**src/rtl/tetris_pkg.sv**
```systemverilog
// Shared types and constants for the piece sequencer and its piece queue.
package tetris_pkg;

  typedef enum logic [2:0] {
    PIECE_I = 3'd0,
    PIECE_O = 3'd1,
    PIECE_T = 3'd2,
    PIECE_S = 3'd3,
    PIECE_Z = 3'd4,
    PIECE_J = 3'd5,
    PIECE_L = 3'd6
  } piece_t;

  localparam logic [2:0] PIECE_NONE = 3'd7;

  typedef enum logic [2:0] {
    ST_IDLE   = 3'd0,
    ST_SEED   = 3'd1,
    ST_WARM   = 3'd2,
    ST_ROLL   = 3'd3,
    ST_REROLL = 3'd4,
    ST_READY  = 3'd5
  } seq_state_t;

  // An all-zero seed would lock the LFSR, so it is replaced by this value.
  localparam logic [31:0] DEFAULT_SEED = 32'h1F;

  function automatic logic [2:0] mod7_5b(input logic [4:0] v);
    logic [4:0] r;
    r = v % 5'd7;
    return r[2:0];
  endfunction

endpackage

```
**src/rtl/piece_queue.sv**
```systemverilog
// Circular FIFO of 3-bit piece ids exposing the head and the entry behind it.
module piece_queue #(
  parameter int DEPTH = 2
) (
  input  logic                         clk,
  input  logic                         reset,
  input  logic                         flush_i,
  input  logic                         push_i,
  input  logic [2:0]                   push_data_i,
  input  logic                         pop_i,
  output logic [$clog2(DEPTH+1)-1:0]   count_o,
  output logic                         head_valid_o,
  output logic [2:0]                   head_o,
  output logic                         head1_valid_o,
  output logic [2:0]                   head1_o
);

  localparam int PW = (DEPTH > 1) ? $clog2(DEPTH) : 1;
  localparam int CW = $clog2(DEPTH + 1);

  logic [2:0]    mem_q [DEPTH];
  logic [PW-1:0] rd_ptr_q, rd_ptr_d;
  logic [PW-1:0] wr_ptr_q, wr_ptr_d;
  logic [CW-1:0] count_q, count_d;
  logic [PW-1:0] rd_ptr_nxt;
  logic          do_push, do_pop;

  function automatic logic [PW-1:0] ptr_inc(input logic [PW-1:0] p);
    return (p == PW'(DEPTH - 1)) ? '0 : p + 1'b1;
  endfunction

  assign do_push    = push_i && (count_q != CW'(DEPTH));
  assign do_pop     = pop_i && (count_q != '0);
  assign rd_ptr_nxt = ptr_inc(rd_ptr_q);

  always_comb begin
    rd_ptr_d = rd_ptr_q;
    wr_ptr_d = wr_ptr_q;
    count_d  = count_q;
    if (do_push) wr_ptr_d = ptr_inc(wr_ptr_q);
    if (do_pop)  rd_ptr_d = rd_ptr_nxt;
    case ({do_push, do_pop})
      2'b10:   count_d = count_q + 1'b1;
      2'b01:   count_d = count_q - 1'b1;
      default: count_d = count_q;
    endcase
  end

  always_ff @(posedge clk) begin
    if (reset || flush_i) begin
      rd_ptr_q <= '0;
      wr_ptr_q <= '0;
      count_q  <= '0;
    end else begin
      rd_ptr_q <= rd_ptr_d;
      wr_ptr_q <= wr_ptr_d;
      count_q  <= count_d;
    end
  end

  // Storage needs no reset: reads are masked by the valid flags.
  always_ff @(posedge clk) begin
    if (do_push && !reset && !flush_i) mem_q[wr_ptr_q] <= push_data_i;
  end

  assign count_o       = count_q;
  assign head_valid_o  = (count_q >= CW'(1));
  assign head1_valid_o = (count_q >= CW'(2));
  assign head_o        = head_valid_o  ? mem_q[rd_ptr_q]   : 3'd0;
  assign head1_o       = head1_valid_o ? mem_q[rd_ptr_nxt] : 3'd0;

endmodule

```
**src/rtl/piece_sequencer.sv**
```systemverilog
// Seeds the external RNG, warms it up, and rolls NES-style pieces into a small queue.
module piece_sequencer
  import tetris_pkg::*;
#(
  parameter int WARMUP = 16,
  parameter int QDEPTH = 2
) (
  input  logic        clk,
  input  logic        reset,
  input  logic        start,
  input  logic [31:0] seed_in,
  output logic        rng_load,
  output logic [31:0] rng_seed,
  input  logic [31:0] rng_state,
  output logic        piece_valid,
  input  logic        piece_ready,
  output logic [2:0]  piece_id,
  output logic        preview_valid,
  output logic [2:0]  preview_id,
  output logic        busy,
  output seq_state_t  dbg_state_o
);

  // Handshake: the head is consumed in a cycle where piece_valid && piece_ready
  // are both high at the clock edge, unless start is also high in that cycle.

  localparam int CW = $clog2(QDEPTH + 1);
  localparam int WW = (WARMUP > 1) ? $clog2(WARMUP) : 1;

  seq_state_t    state_q, state_d;
  logic [WW-1:0] warm_q, warm_d;
  logic [2:0]    last_q, last_d;
  logic [31:0]   seed_q, seed_d;

  logic          q_flush, q_push, q_pop, q_full, decide;
  logic [2:0]    q_push_data;
  logic [CW-1:0] q_count;
  logic [2:0]    cand, cand2;
  int            cnt_after;
  logic          unused_rng_bits;

  assign cand            = rng_state[2:0];
  assign cand2           = mod7_5b(rng_state[4:0]);
  assign unused_rng_bits = ^rng_state[31:5];
  assign q_full          = (q_count == CW'(QDEPTH));

  always_comb begin
    state_d     = state_q;
    warm_d      = warm_q;
    last_d      = last_q;
    seed_d      = seed_q;
    q_flush     = 1'b0;
    q_push      = 1'b0;
    q_push_data = 3'd0;
    q_pop       = piece_valid && piece_ready;
    decide      = 1'b0;
    cnt_after   = 0;
    if (start) begin
      q_flush = 1'b1;
      q_pop   = 1'b0;
      last_d  = PIECE_NONE;
      warm_d  = '0;
      seed_d  = (seed_in == 32'd0) ? DEFAULT_SEED : seed_in;
      state_d = ST_SEED;
    end else begin
      case (state_q)
        ST_IDLE: state_d = ST_IDLE;
        ST_SEED: begin
          warm_d  = '0;
          state_d = ST_WARM;
        end
        ST_WARM: begin
          if (warm_q == WW'(WARMUP - 1)) state_d = ST_ROLL;
          else                           warm_d  = warm_q + 1'b1;
        end
        ST_ROLL: begin
          if (q_full) begin
            state_d = ST_READY;
          end else if (cand != PIECE_NONE && cand != last_q) begin
            q_push      = 1'b1;
            q_push_data = cand;
            last_d      = cand;
            decide      = 1'b1;
          end else begin
            state_d = ST_REROLL;
          end
        end
        ST_REROLL: begin
          if (q_full) begin
            state_d = ST_READY;
          end else begin
            q_push      = 1'b1;
            q_push_data = cand2;
            last_d      = cand2;
            decide      = 1'b1;
          end
        end
        ST_READY: begin
          if (q_pop || !q_full) state_d = ST_ROLL;
        end
        default: state_d = ST_IDLE;
      endcase
    end
    // Keep rolling while the queue, after this cycle's push/pop, still has room.
    if (decide) begin
      cnt_after = int'(q_count) + (q_push ? 1 : 0) - (q_pop ? 1 : 0);
      state_d   = (cnt_after < QDEPTH) ? ST_ROLL : ST_READY;
    end
  end

  always_ff @(posedge clk) begin
    if (reset) begin
      state_q <= ST_IDLE;
      warm_q  <= '0;
      last_q  <= PIECE_NONE;
      seed_q  <= 32'd0;
    end else begin
      state_q <= state_d;
      warm_q  <= warm_d;
      last_q  <= last_d;
      seed_q  <= seed_d;
    end
  end

  piece_queue #(.DEPTH(QDEPTH)) u_queue (
    .clk           (clk),
    .reset         (reset),
    .flush_i       (q_flush),
    .push_i        (q_push),
    .push_data_i   (q_push_data),
    .pop_i         (q_pop),
    .count_o       (q_count),
    .head_valid_o  (piece_valid),
    .head_o        (piece_id),
    .head1_valid_o (preview_valid),
    .head1_o       (preview_id)
  );

  assign rng_load    = (state_q == ST_SEED);
  assign rng_seed    = seed_q;
  assign busy        = (state_q == ST_SEED) || (state_q == ST_WARM) ||
                       ((state_q != ST_IDLE) && !q_full);
  assign dbg_state_o = state_q;

endmodule

```
**config.mk**
```make
export PLATFORM = sky130hd
export DESIGN_NAME = piece_sequencer
export DESIGN_NICKNAME = d
export VERILOG_FILES = /design/src/rtl/tetris_pkg.sv /design/src/rtl/piece_queue.sv /design/src/rtl/piece_sequencer.sv
export SDC_FILE = /design/constraint.sdc
export NUM_CORES = 1
export LEC_CHECK = 0
export CAP_MARGIN = 20
export CORE_UTILIZATION = 43
export DETAILED_ROUTE_END_ITERATION = 8
export PLACE_DENSITY = 0.86
export SYNTH_ARGS = -nofsm -noshare
export SYNTH_HDL_FRONTEND = slang
export SYNTH_HIERARCHICAL = 1
export SYNTH_SLANG_ARGS = --single-unit
```
**constraint.sdc**
```tcl
create_clock -name clk -period 2.7 [get_ports clk]
set_clock_uncertainty 0.1 [all_clocks]
set_input_delay 0.405 -clock clk [delete_from_list [all_inputs] [get_ports clk]]
set_output_delay 0.405 -clock clk [all_outputs]
set_load 0.02 [all_outputs]
```
==> flow_summary.yaml, run 1 <==
status:
  status: "finished clean"
sta:
  slew_viol_final: 0
  hold_slack_ps: 291
  fin_crit_ps: 2520
  hold_violations: 0
  fmax_ghz: 0.396
  setup-violations-final: 0
  slew_headroom_pct: 60.6
  worstMarginPinSlew_ps: 590
  rsz0062_at_grt: "false"
  setup_tns_ps: 0
  fin_crit_sh_pct: 93.5
  finalWorstSetupSlack_ps: 176
setup_path:
  slowest_delay_ps: 500
  cp_max_fo: 5
  path_class: "in2reg"
  crit_required_ps: 2630
  critPathArrivalTime_ps: 2460
  crit_path_start_kind: "input pin"
  cp_cell_sequence: "clkdlybuf4s50_1 > xor2_1 > a21oi_1 > inv_1 > ha_1 > a2111oi_0 > a211oi_1 > a22oi_1 > nor2_1"
  path_buf_inv: 2
  crit_path_end_kind: "flip-flop"
  path_delay_family: "compound AO/OA/AOI/OAI gates"
  crit_slowest_cell: "clkdlybuf4s50_1"
die:
  boundaryPins: 113
  dieHeight_um: 81.8
  fp.dieArea_sq_mm: 0.00670
  die_w_um: 81.8
  row_count: 28
  start_util_pct: 45.5
  design.core.area_sq_mm: 0.00603
drt:
  firstDrtPassIters: 4
  antenna_violating_nets_post_route: 0
  viasPerCell: 5.29
  route.detailed.drc: 0
  drtIter0Drc: 97
  wl_mm: 6.32
  num_vias: 2446
  wl_per_cell_um: 13.7
synthesis:
  syn_nets: 373
  synth.distinct_cells: 56
  async_reset_ff_share_pct: 0
  synthesis.area_per_instance_sq_um: 9.23
  syn_inst: 297
  yosysWarnings: 6
  ys.flop_type: "dfxtp_1"
  synth_edf_count: 6
  synth-seq-cells: 53
  ys_seq_area_share_pct: 40.9
  syn-cell-area_sq_mm: 0.00274
grt:
  antenna_found_initial: 0
  grt_pass1_wl_mm: 10.1
  grt_pass1_vias: 2265
  grt_overflow: 0
  grt_use_total_pct: 19.5
  grt_max_degree: 43
placed_design:
  dpl.hpwl_mm: 4.87
  gp_congestion: 0.822
  portBuffers: 85
  pre_cts_ws_ps: -104
finish:
  postLayoutCoreUtil_pct: 63.0
  antenna_cells: 0
  synthToLayoutAreaGrowth_pct: 38.5
  fillers: 499
  nets: 462
  drive_gt1_share_pct: 10.1
clocking:
  cts_tree: "done"
  clock-sinks: 53
  clkSlewWorstSetupHoldPaths_ps: 90
  cts_resized: 0
  postCtsHoldBufs: 0
  htreeDepth: 2
  cts-root-buf: "clkbuf_8"
  cts_buffers: 5
  post_cts_buffers: 0
  clock_latency_ps: 300
  cts_max_path_buffers: 2
power_and_ir_drop:
  total_leakage_power_nw: 1.49
  ir_drop_uv: 299
  finalPower_mw: 1.67
  power_density_mw_per_mm2: 441
min_path:
  hold_path_class: "in2reg"
flow_run:
  maxCapViolCount: 0
[report_power, final]
group	leakage, nW	internal [mW]	switching, mW	total, mW
registers	0.442	0.827	0.0245	0.851
logic	0.999	0.185	0.173	0.358
clock network	0.0512	0.208	0.256	0.464
[worst paths after layout]
check	to	cells past startpoint	slack, ps	startpoint
min reg2reg	warm_q[1]	2	380	warm_q[1]
max reg2reg	dbg_state_o[1]	10	350	u_queue/count_o[1]
min	u_queue/wr_ptr_q	2	290	start
max	u_queue/mem_q[0][1]	9	180	rng_state[1]
[placed cells by master (no fill, tap or decap), types with 2 or more instances in the layout]
cell,netlist,routed
a311oi_1,5,5
clkdlybuf4s50_1,0,84
edfxtp_1,6,6
xnor2_1,2,2
nand3_1,6,6
ha_1,7,7
nand2_1,9,9
mux2i_1,33,33
o21a_1,2,2
o211ai_1,2,2
a211o_1,2,2
nor3_1,6,6
nor3b_2,2,2
a21oi_1,14,14
buf_4,2,16
nor2b_1,4,4
nor2_1,49,49
nand4_1,2,2
dfxtp_1,47,47
o21ai_0,9,9
nor4_1,9,9
xor2_1,7,7
a31oi_1,2,2
a211oi_1,2,2
inv_1,16,16
and2_1,3,3
or2_2,2,2
nand2b_1,5,5
clkbuf_8,0,6
[stage by stage]
stage	instances	area, sq um
2_1_floorplan	297	2740
3_3_place_gp	454	3700
3_5_place_dp	454	3700
4_1_cts	462	3790
5_1_grt	462	3790
6_report	462	3790
[kinds of logic (layout without fill, tap and decap cells)]
kind of cell               Yosys count  after routing  synth area share [%]
DFF                                 53             53                  40.9
xor gates and xnor gates            10             10                  3.47
adders and majority gates            8              8                  3.93
and+or+nand+nor                    108            108                  20.4
buffers and inverters               35            125                  5.89
muxes                               34             34                  12.5
AOI/OAI and AO/OA                   49             49                  13.0
[cell usage after synthesis (7+ instances only)]
cell type | number | share of area [%]
nand2_1 | 9 | 1.2
dfxtp_1 | 47 | 34
nor2_1 | 49 | 6.7
xor2_1 | 7 | 2.2
inv_1 | 16 | 2.2
nor4_1 | 9 | 2.1
a21oi_1 | 14 | 2.6
ha_1 | 7 | 3.2
o21ai_0 | 9 | 1.6
clkbuf_1 | 8 | 1.1
mux2i_1 | 33 | 12
[final cells by class]
cell class | instances | area (sq um) | area share (%)
Clock buffer | 6 | 82.6 | 2.18
Clock inverter | 2 | 13.8 | 0.363
Inverter | 16 | 60.1 | 1.58
Multi-Input combinational cell | 209 | 1460 | 38.4
Sequential cell | 53 | 1120 | 29.5
Tap cell | 75 | 93.8 | 2.47
Timing Repair Buffer | 101 | 966 | 25.5
[routing by layer]
layer | up-vias | wire length, um | GRT usage, % | part of all wire, %
met5 | - | 0 | 0 | 0
met4 | 0 | 54 | 5.09 | 0.85
met3 | 8 | 438 | 6.78 | 6.9
met2 | 69 | 3090 | 33.0 | 49
met1 | 1146 | 2730 | 23.5 | 43
li1 | 1223 | - | - | -
[state kept, by name, summed over array words and instances, names as in the netlist, named ones only]
| register | flops |
|---|---|
| rng_seed | 32 |
| last_q | 3 |
| u_queue/rd_ptr_q | 1 |
| u_queue/count_o | 2 |
| u_queue/wr_ptr_q | 1 |
| u_queue/mem_q | 6 |
| dbg_state_o | 3 |
| warm_q | 4 |
[worst reg2reg max path: cells and delay by family (launching register included)]
family | cells | cell delay (ps)
adders and majority gates | 3 | 770
and+or+nand+nor | 4 | 550
DFF | 1 | 460
buffers and inverters | 2 | 220
AOI/OAI and AO/OA | 1 | 170
Note: power is estimated with default switching activity, not from simulation.
==> inputs of run 2 (changes only) <==
--- a/config.mk
+++ b/config.mk
@@ -6,6 +6,7 @@
 export NUM_CORES = 1
 export LEC_CHECK = 0
 export CAP_MARGIN = 20
+export CORE_ASPECT_RATIO = 1.1
 export CORE_UTILIZATION = 43
 export DETAILED_ROUTE_END_ITERATION = 8
 export PLACE_DENSITY = 0.86
==> run 2 against run 1 <==
  * Wire length rose by 4.1%
  * Sequential power fell by 0.5%
  * Worst setup slack improved by 65 ps
  * Non-clock buffer count rose by 7
  * Flip-flop and latch count did not move
  * Largest power group unchanged
==> flow_summary.yaml, run 2 (synthesis gave the netlist of run 1 again) <==
status:
  status: "finished clean"
finish:
  largest_register_ffs: 32
  final_common_cell: "clkdlybuf4s50_1"
  antenna_cells: 0
  layout.cells.most_common_list: "84 x clkdlybuf4s50_1, 49 x nor2_1, 47 x dfxtp_1"
  synthToLayoutAreaGrowth_pct: 41.4
  nets: 469
  postLayoutCoreUtil_pct: 62.9
  drive_gt1_share_pct: 11.7
grt:
  grt_pass1_wl_mm: 11.0
  grt_max_degree: 42
  grt_overflow: 0
  grt_pass1_vias: 2517
  grt_use_total_pct: 20.5
  antenna_found_initial: 0
drt:
  antenna_violating_nets_post_route: 0
  wl_mm: 6.58
  route.detailed.drc: 0
  num_vias: 2470
  viasPerCell: 5.21
  firstDrtPassIters: 4
  wl_per_cell_um: 13.9
  drtIter0Drc: 152
setup_path:
  crit_path_start_kind: "input pin"
  cp_max_fo: 5
  cp_cell_sequence: "clkdlybuf4s50_1 > buf_4 > xor2_1 > o311a_4 > a21oi_4 > nor2_1 > nand2b_1 > buf_4 > nor4b_1 > buf_4"
  timing.rr.start: "u_queue/count_o[0]"
  crit_path_end_kind: "flip-flop"
  r2r_cells: 8
  path_delay_family: "buffers and inverters"
  r2r_end: "u_queue/mem_q[1][2]"
  r2r_slack_ps: 400
  crit_slowest_cell: "clkdlybuf4s50_1"
  crit_required_ps: 2630
  critPathArrivalTime_ps: 2390
  slowest_delay_ps: 530
  path_class: "in2reg"
  path_buf_inv: 4
  path_common_cell: "buf_4"
clocking:
  clock-sinks: 53
  htreeDepth: 2
  postCtsHoldBufs: 0
  post_cts_buffers: 0
  cts_tree: "done"
  clkSlewWorstSetupHoldPaths_ps: 100
  cts_resized: 0
  cts-root-buf: "clkbuf_8"
  cts_buffers: 5
  cts_max_path_buffers: 2
  clock_latency_ps: 310
sta:
  hold_slack_ps: 298
  slew_viol_final: 0
  rsz0062_at_grt: "false"
  fin_crit_ps: 2460
  hold_violations: 0
  fin_crit_sh_pct: 91.1
  finalWorstSetupSlack_ps: 241
  fmax_ghz: 0.407
  setup_tns_ps: 0
  setup-violations-final: 0
  worstMarginPinSlew_ps: 583
  slew_headroom_pct: 61.1
die:
  die_w_um: 78.1
  dieHeight_um: 85.7
  start_util_pct: 44.5
  boundaryPins: 113
  row_count: 30
  design.core.area_sq_mm: 0.00616
  fp.dieArea_sq_mm: 0.00670
placed_design:
  gp_congestion: 0.855
  dpl.hpwl_mm: 5.02
  portBuffers: 85
  pre_cts_ws_ps: -101
flow_run:
  maxCapViolCount: 0
power_and_ir_drop:
  total_leakage_power_nw: 1.53
  ir_drop_uv: 297
  power_density_mw_per_mm2: 460
  finalPower_mw: 1.78
min_path:
  min_path_cells: 2
  holdCritStartpoint: "start"
  hold_path_class: "in2reg"
run 2: cell count changes in the layout (fill, tap and decap cells not counted), sizes merged:
cell and delta:
clkinv -2, inv +2, clkbuf -1, bufinv +1, buf +7
run 2: how the worst max path moves through the flow:
stage	cells past startpoint	endpoint	startpoint
2_1_floorplan	7	u_queue/mem_q[1][0]	dbg_state_o[2]
3_3_place_gp	9	u_queue/mem_q[0][1]	rng_state[4]
3_5_place_dp	10	u_queue/mem_q[1][2]	rng_state[2]
4_1_cts	10	u_queue/mem_q[1][2]	rng_state[2]
5_1_grt	11	u_queue/count_o[1]	rng_state[2]
6_report	10	u_queue/mem_q[1][2]	rng_state[2]
run 2: per-layer routing:
metal / vias to the layer above / wire length, um / track usage (%)
met3: 4 / 457 / 6.06
met1: 1152 / 2650 / 22.3
li1: 1234 / - / -
met2: 80 / 3400 / 37.6
met5: - / 0 / 0
met4: 0 / 63 / 7.41
run 2: per-stage QoR:
step,std cells,area (sq um)
final,474,3870
after global placement,466,3760
after global routing,474,3870
after CTS,474,3870
after detailed placement,466,3760
after floorplan,297,2740
run 2: final cells by class:
cell class,instances,area [sq um]
fillers,517,2280
multi-input cells,209,1460
flip-flops and latches,53,1120
repair buffers,108,1020
well taps,80,100
clock buffers,5,68.8
inverters,16,60.1
clock inverters,3,47.5
run 2: worst reg2reg max path, delay by kind of cell (launching register included):
kind / cells / cell delay, ps
AO/OA/AOI/OAI: 1 / 70
AND/OR/NAND/NOR: 5 / 1110
buffers and inverters: 2 / 340
flip-flops: 1 / 400
run 2: where the power goes:
part | internal (mW) | switching, mW
combinational | 0.192 | 0.180
clock | 0.283 | 0.279
sequential | 0.827 | 0.0205
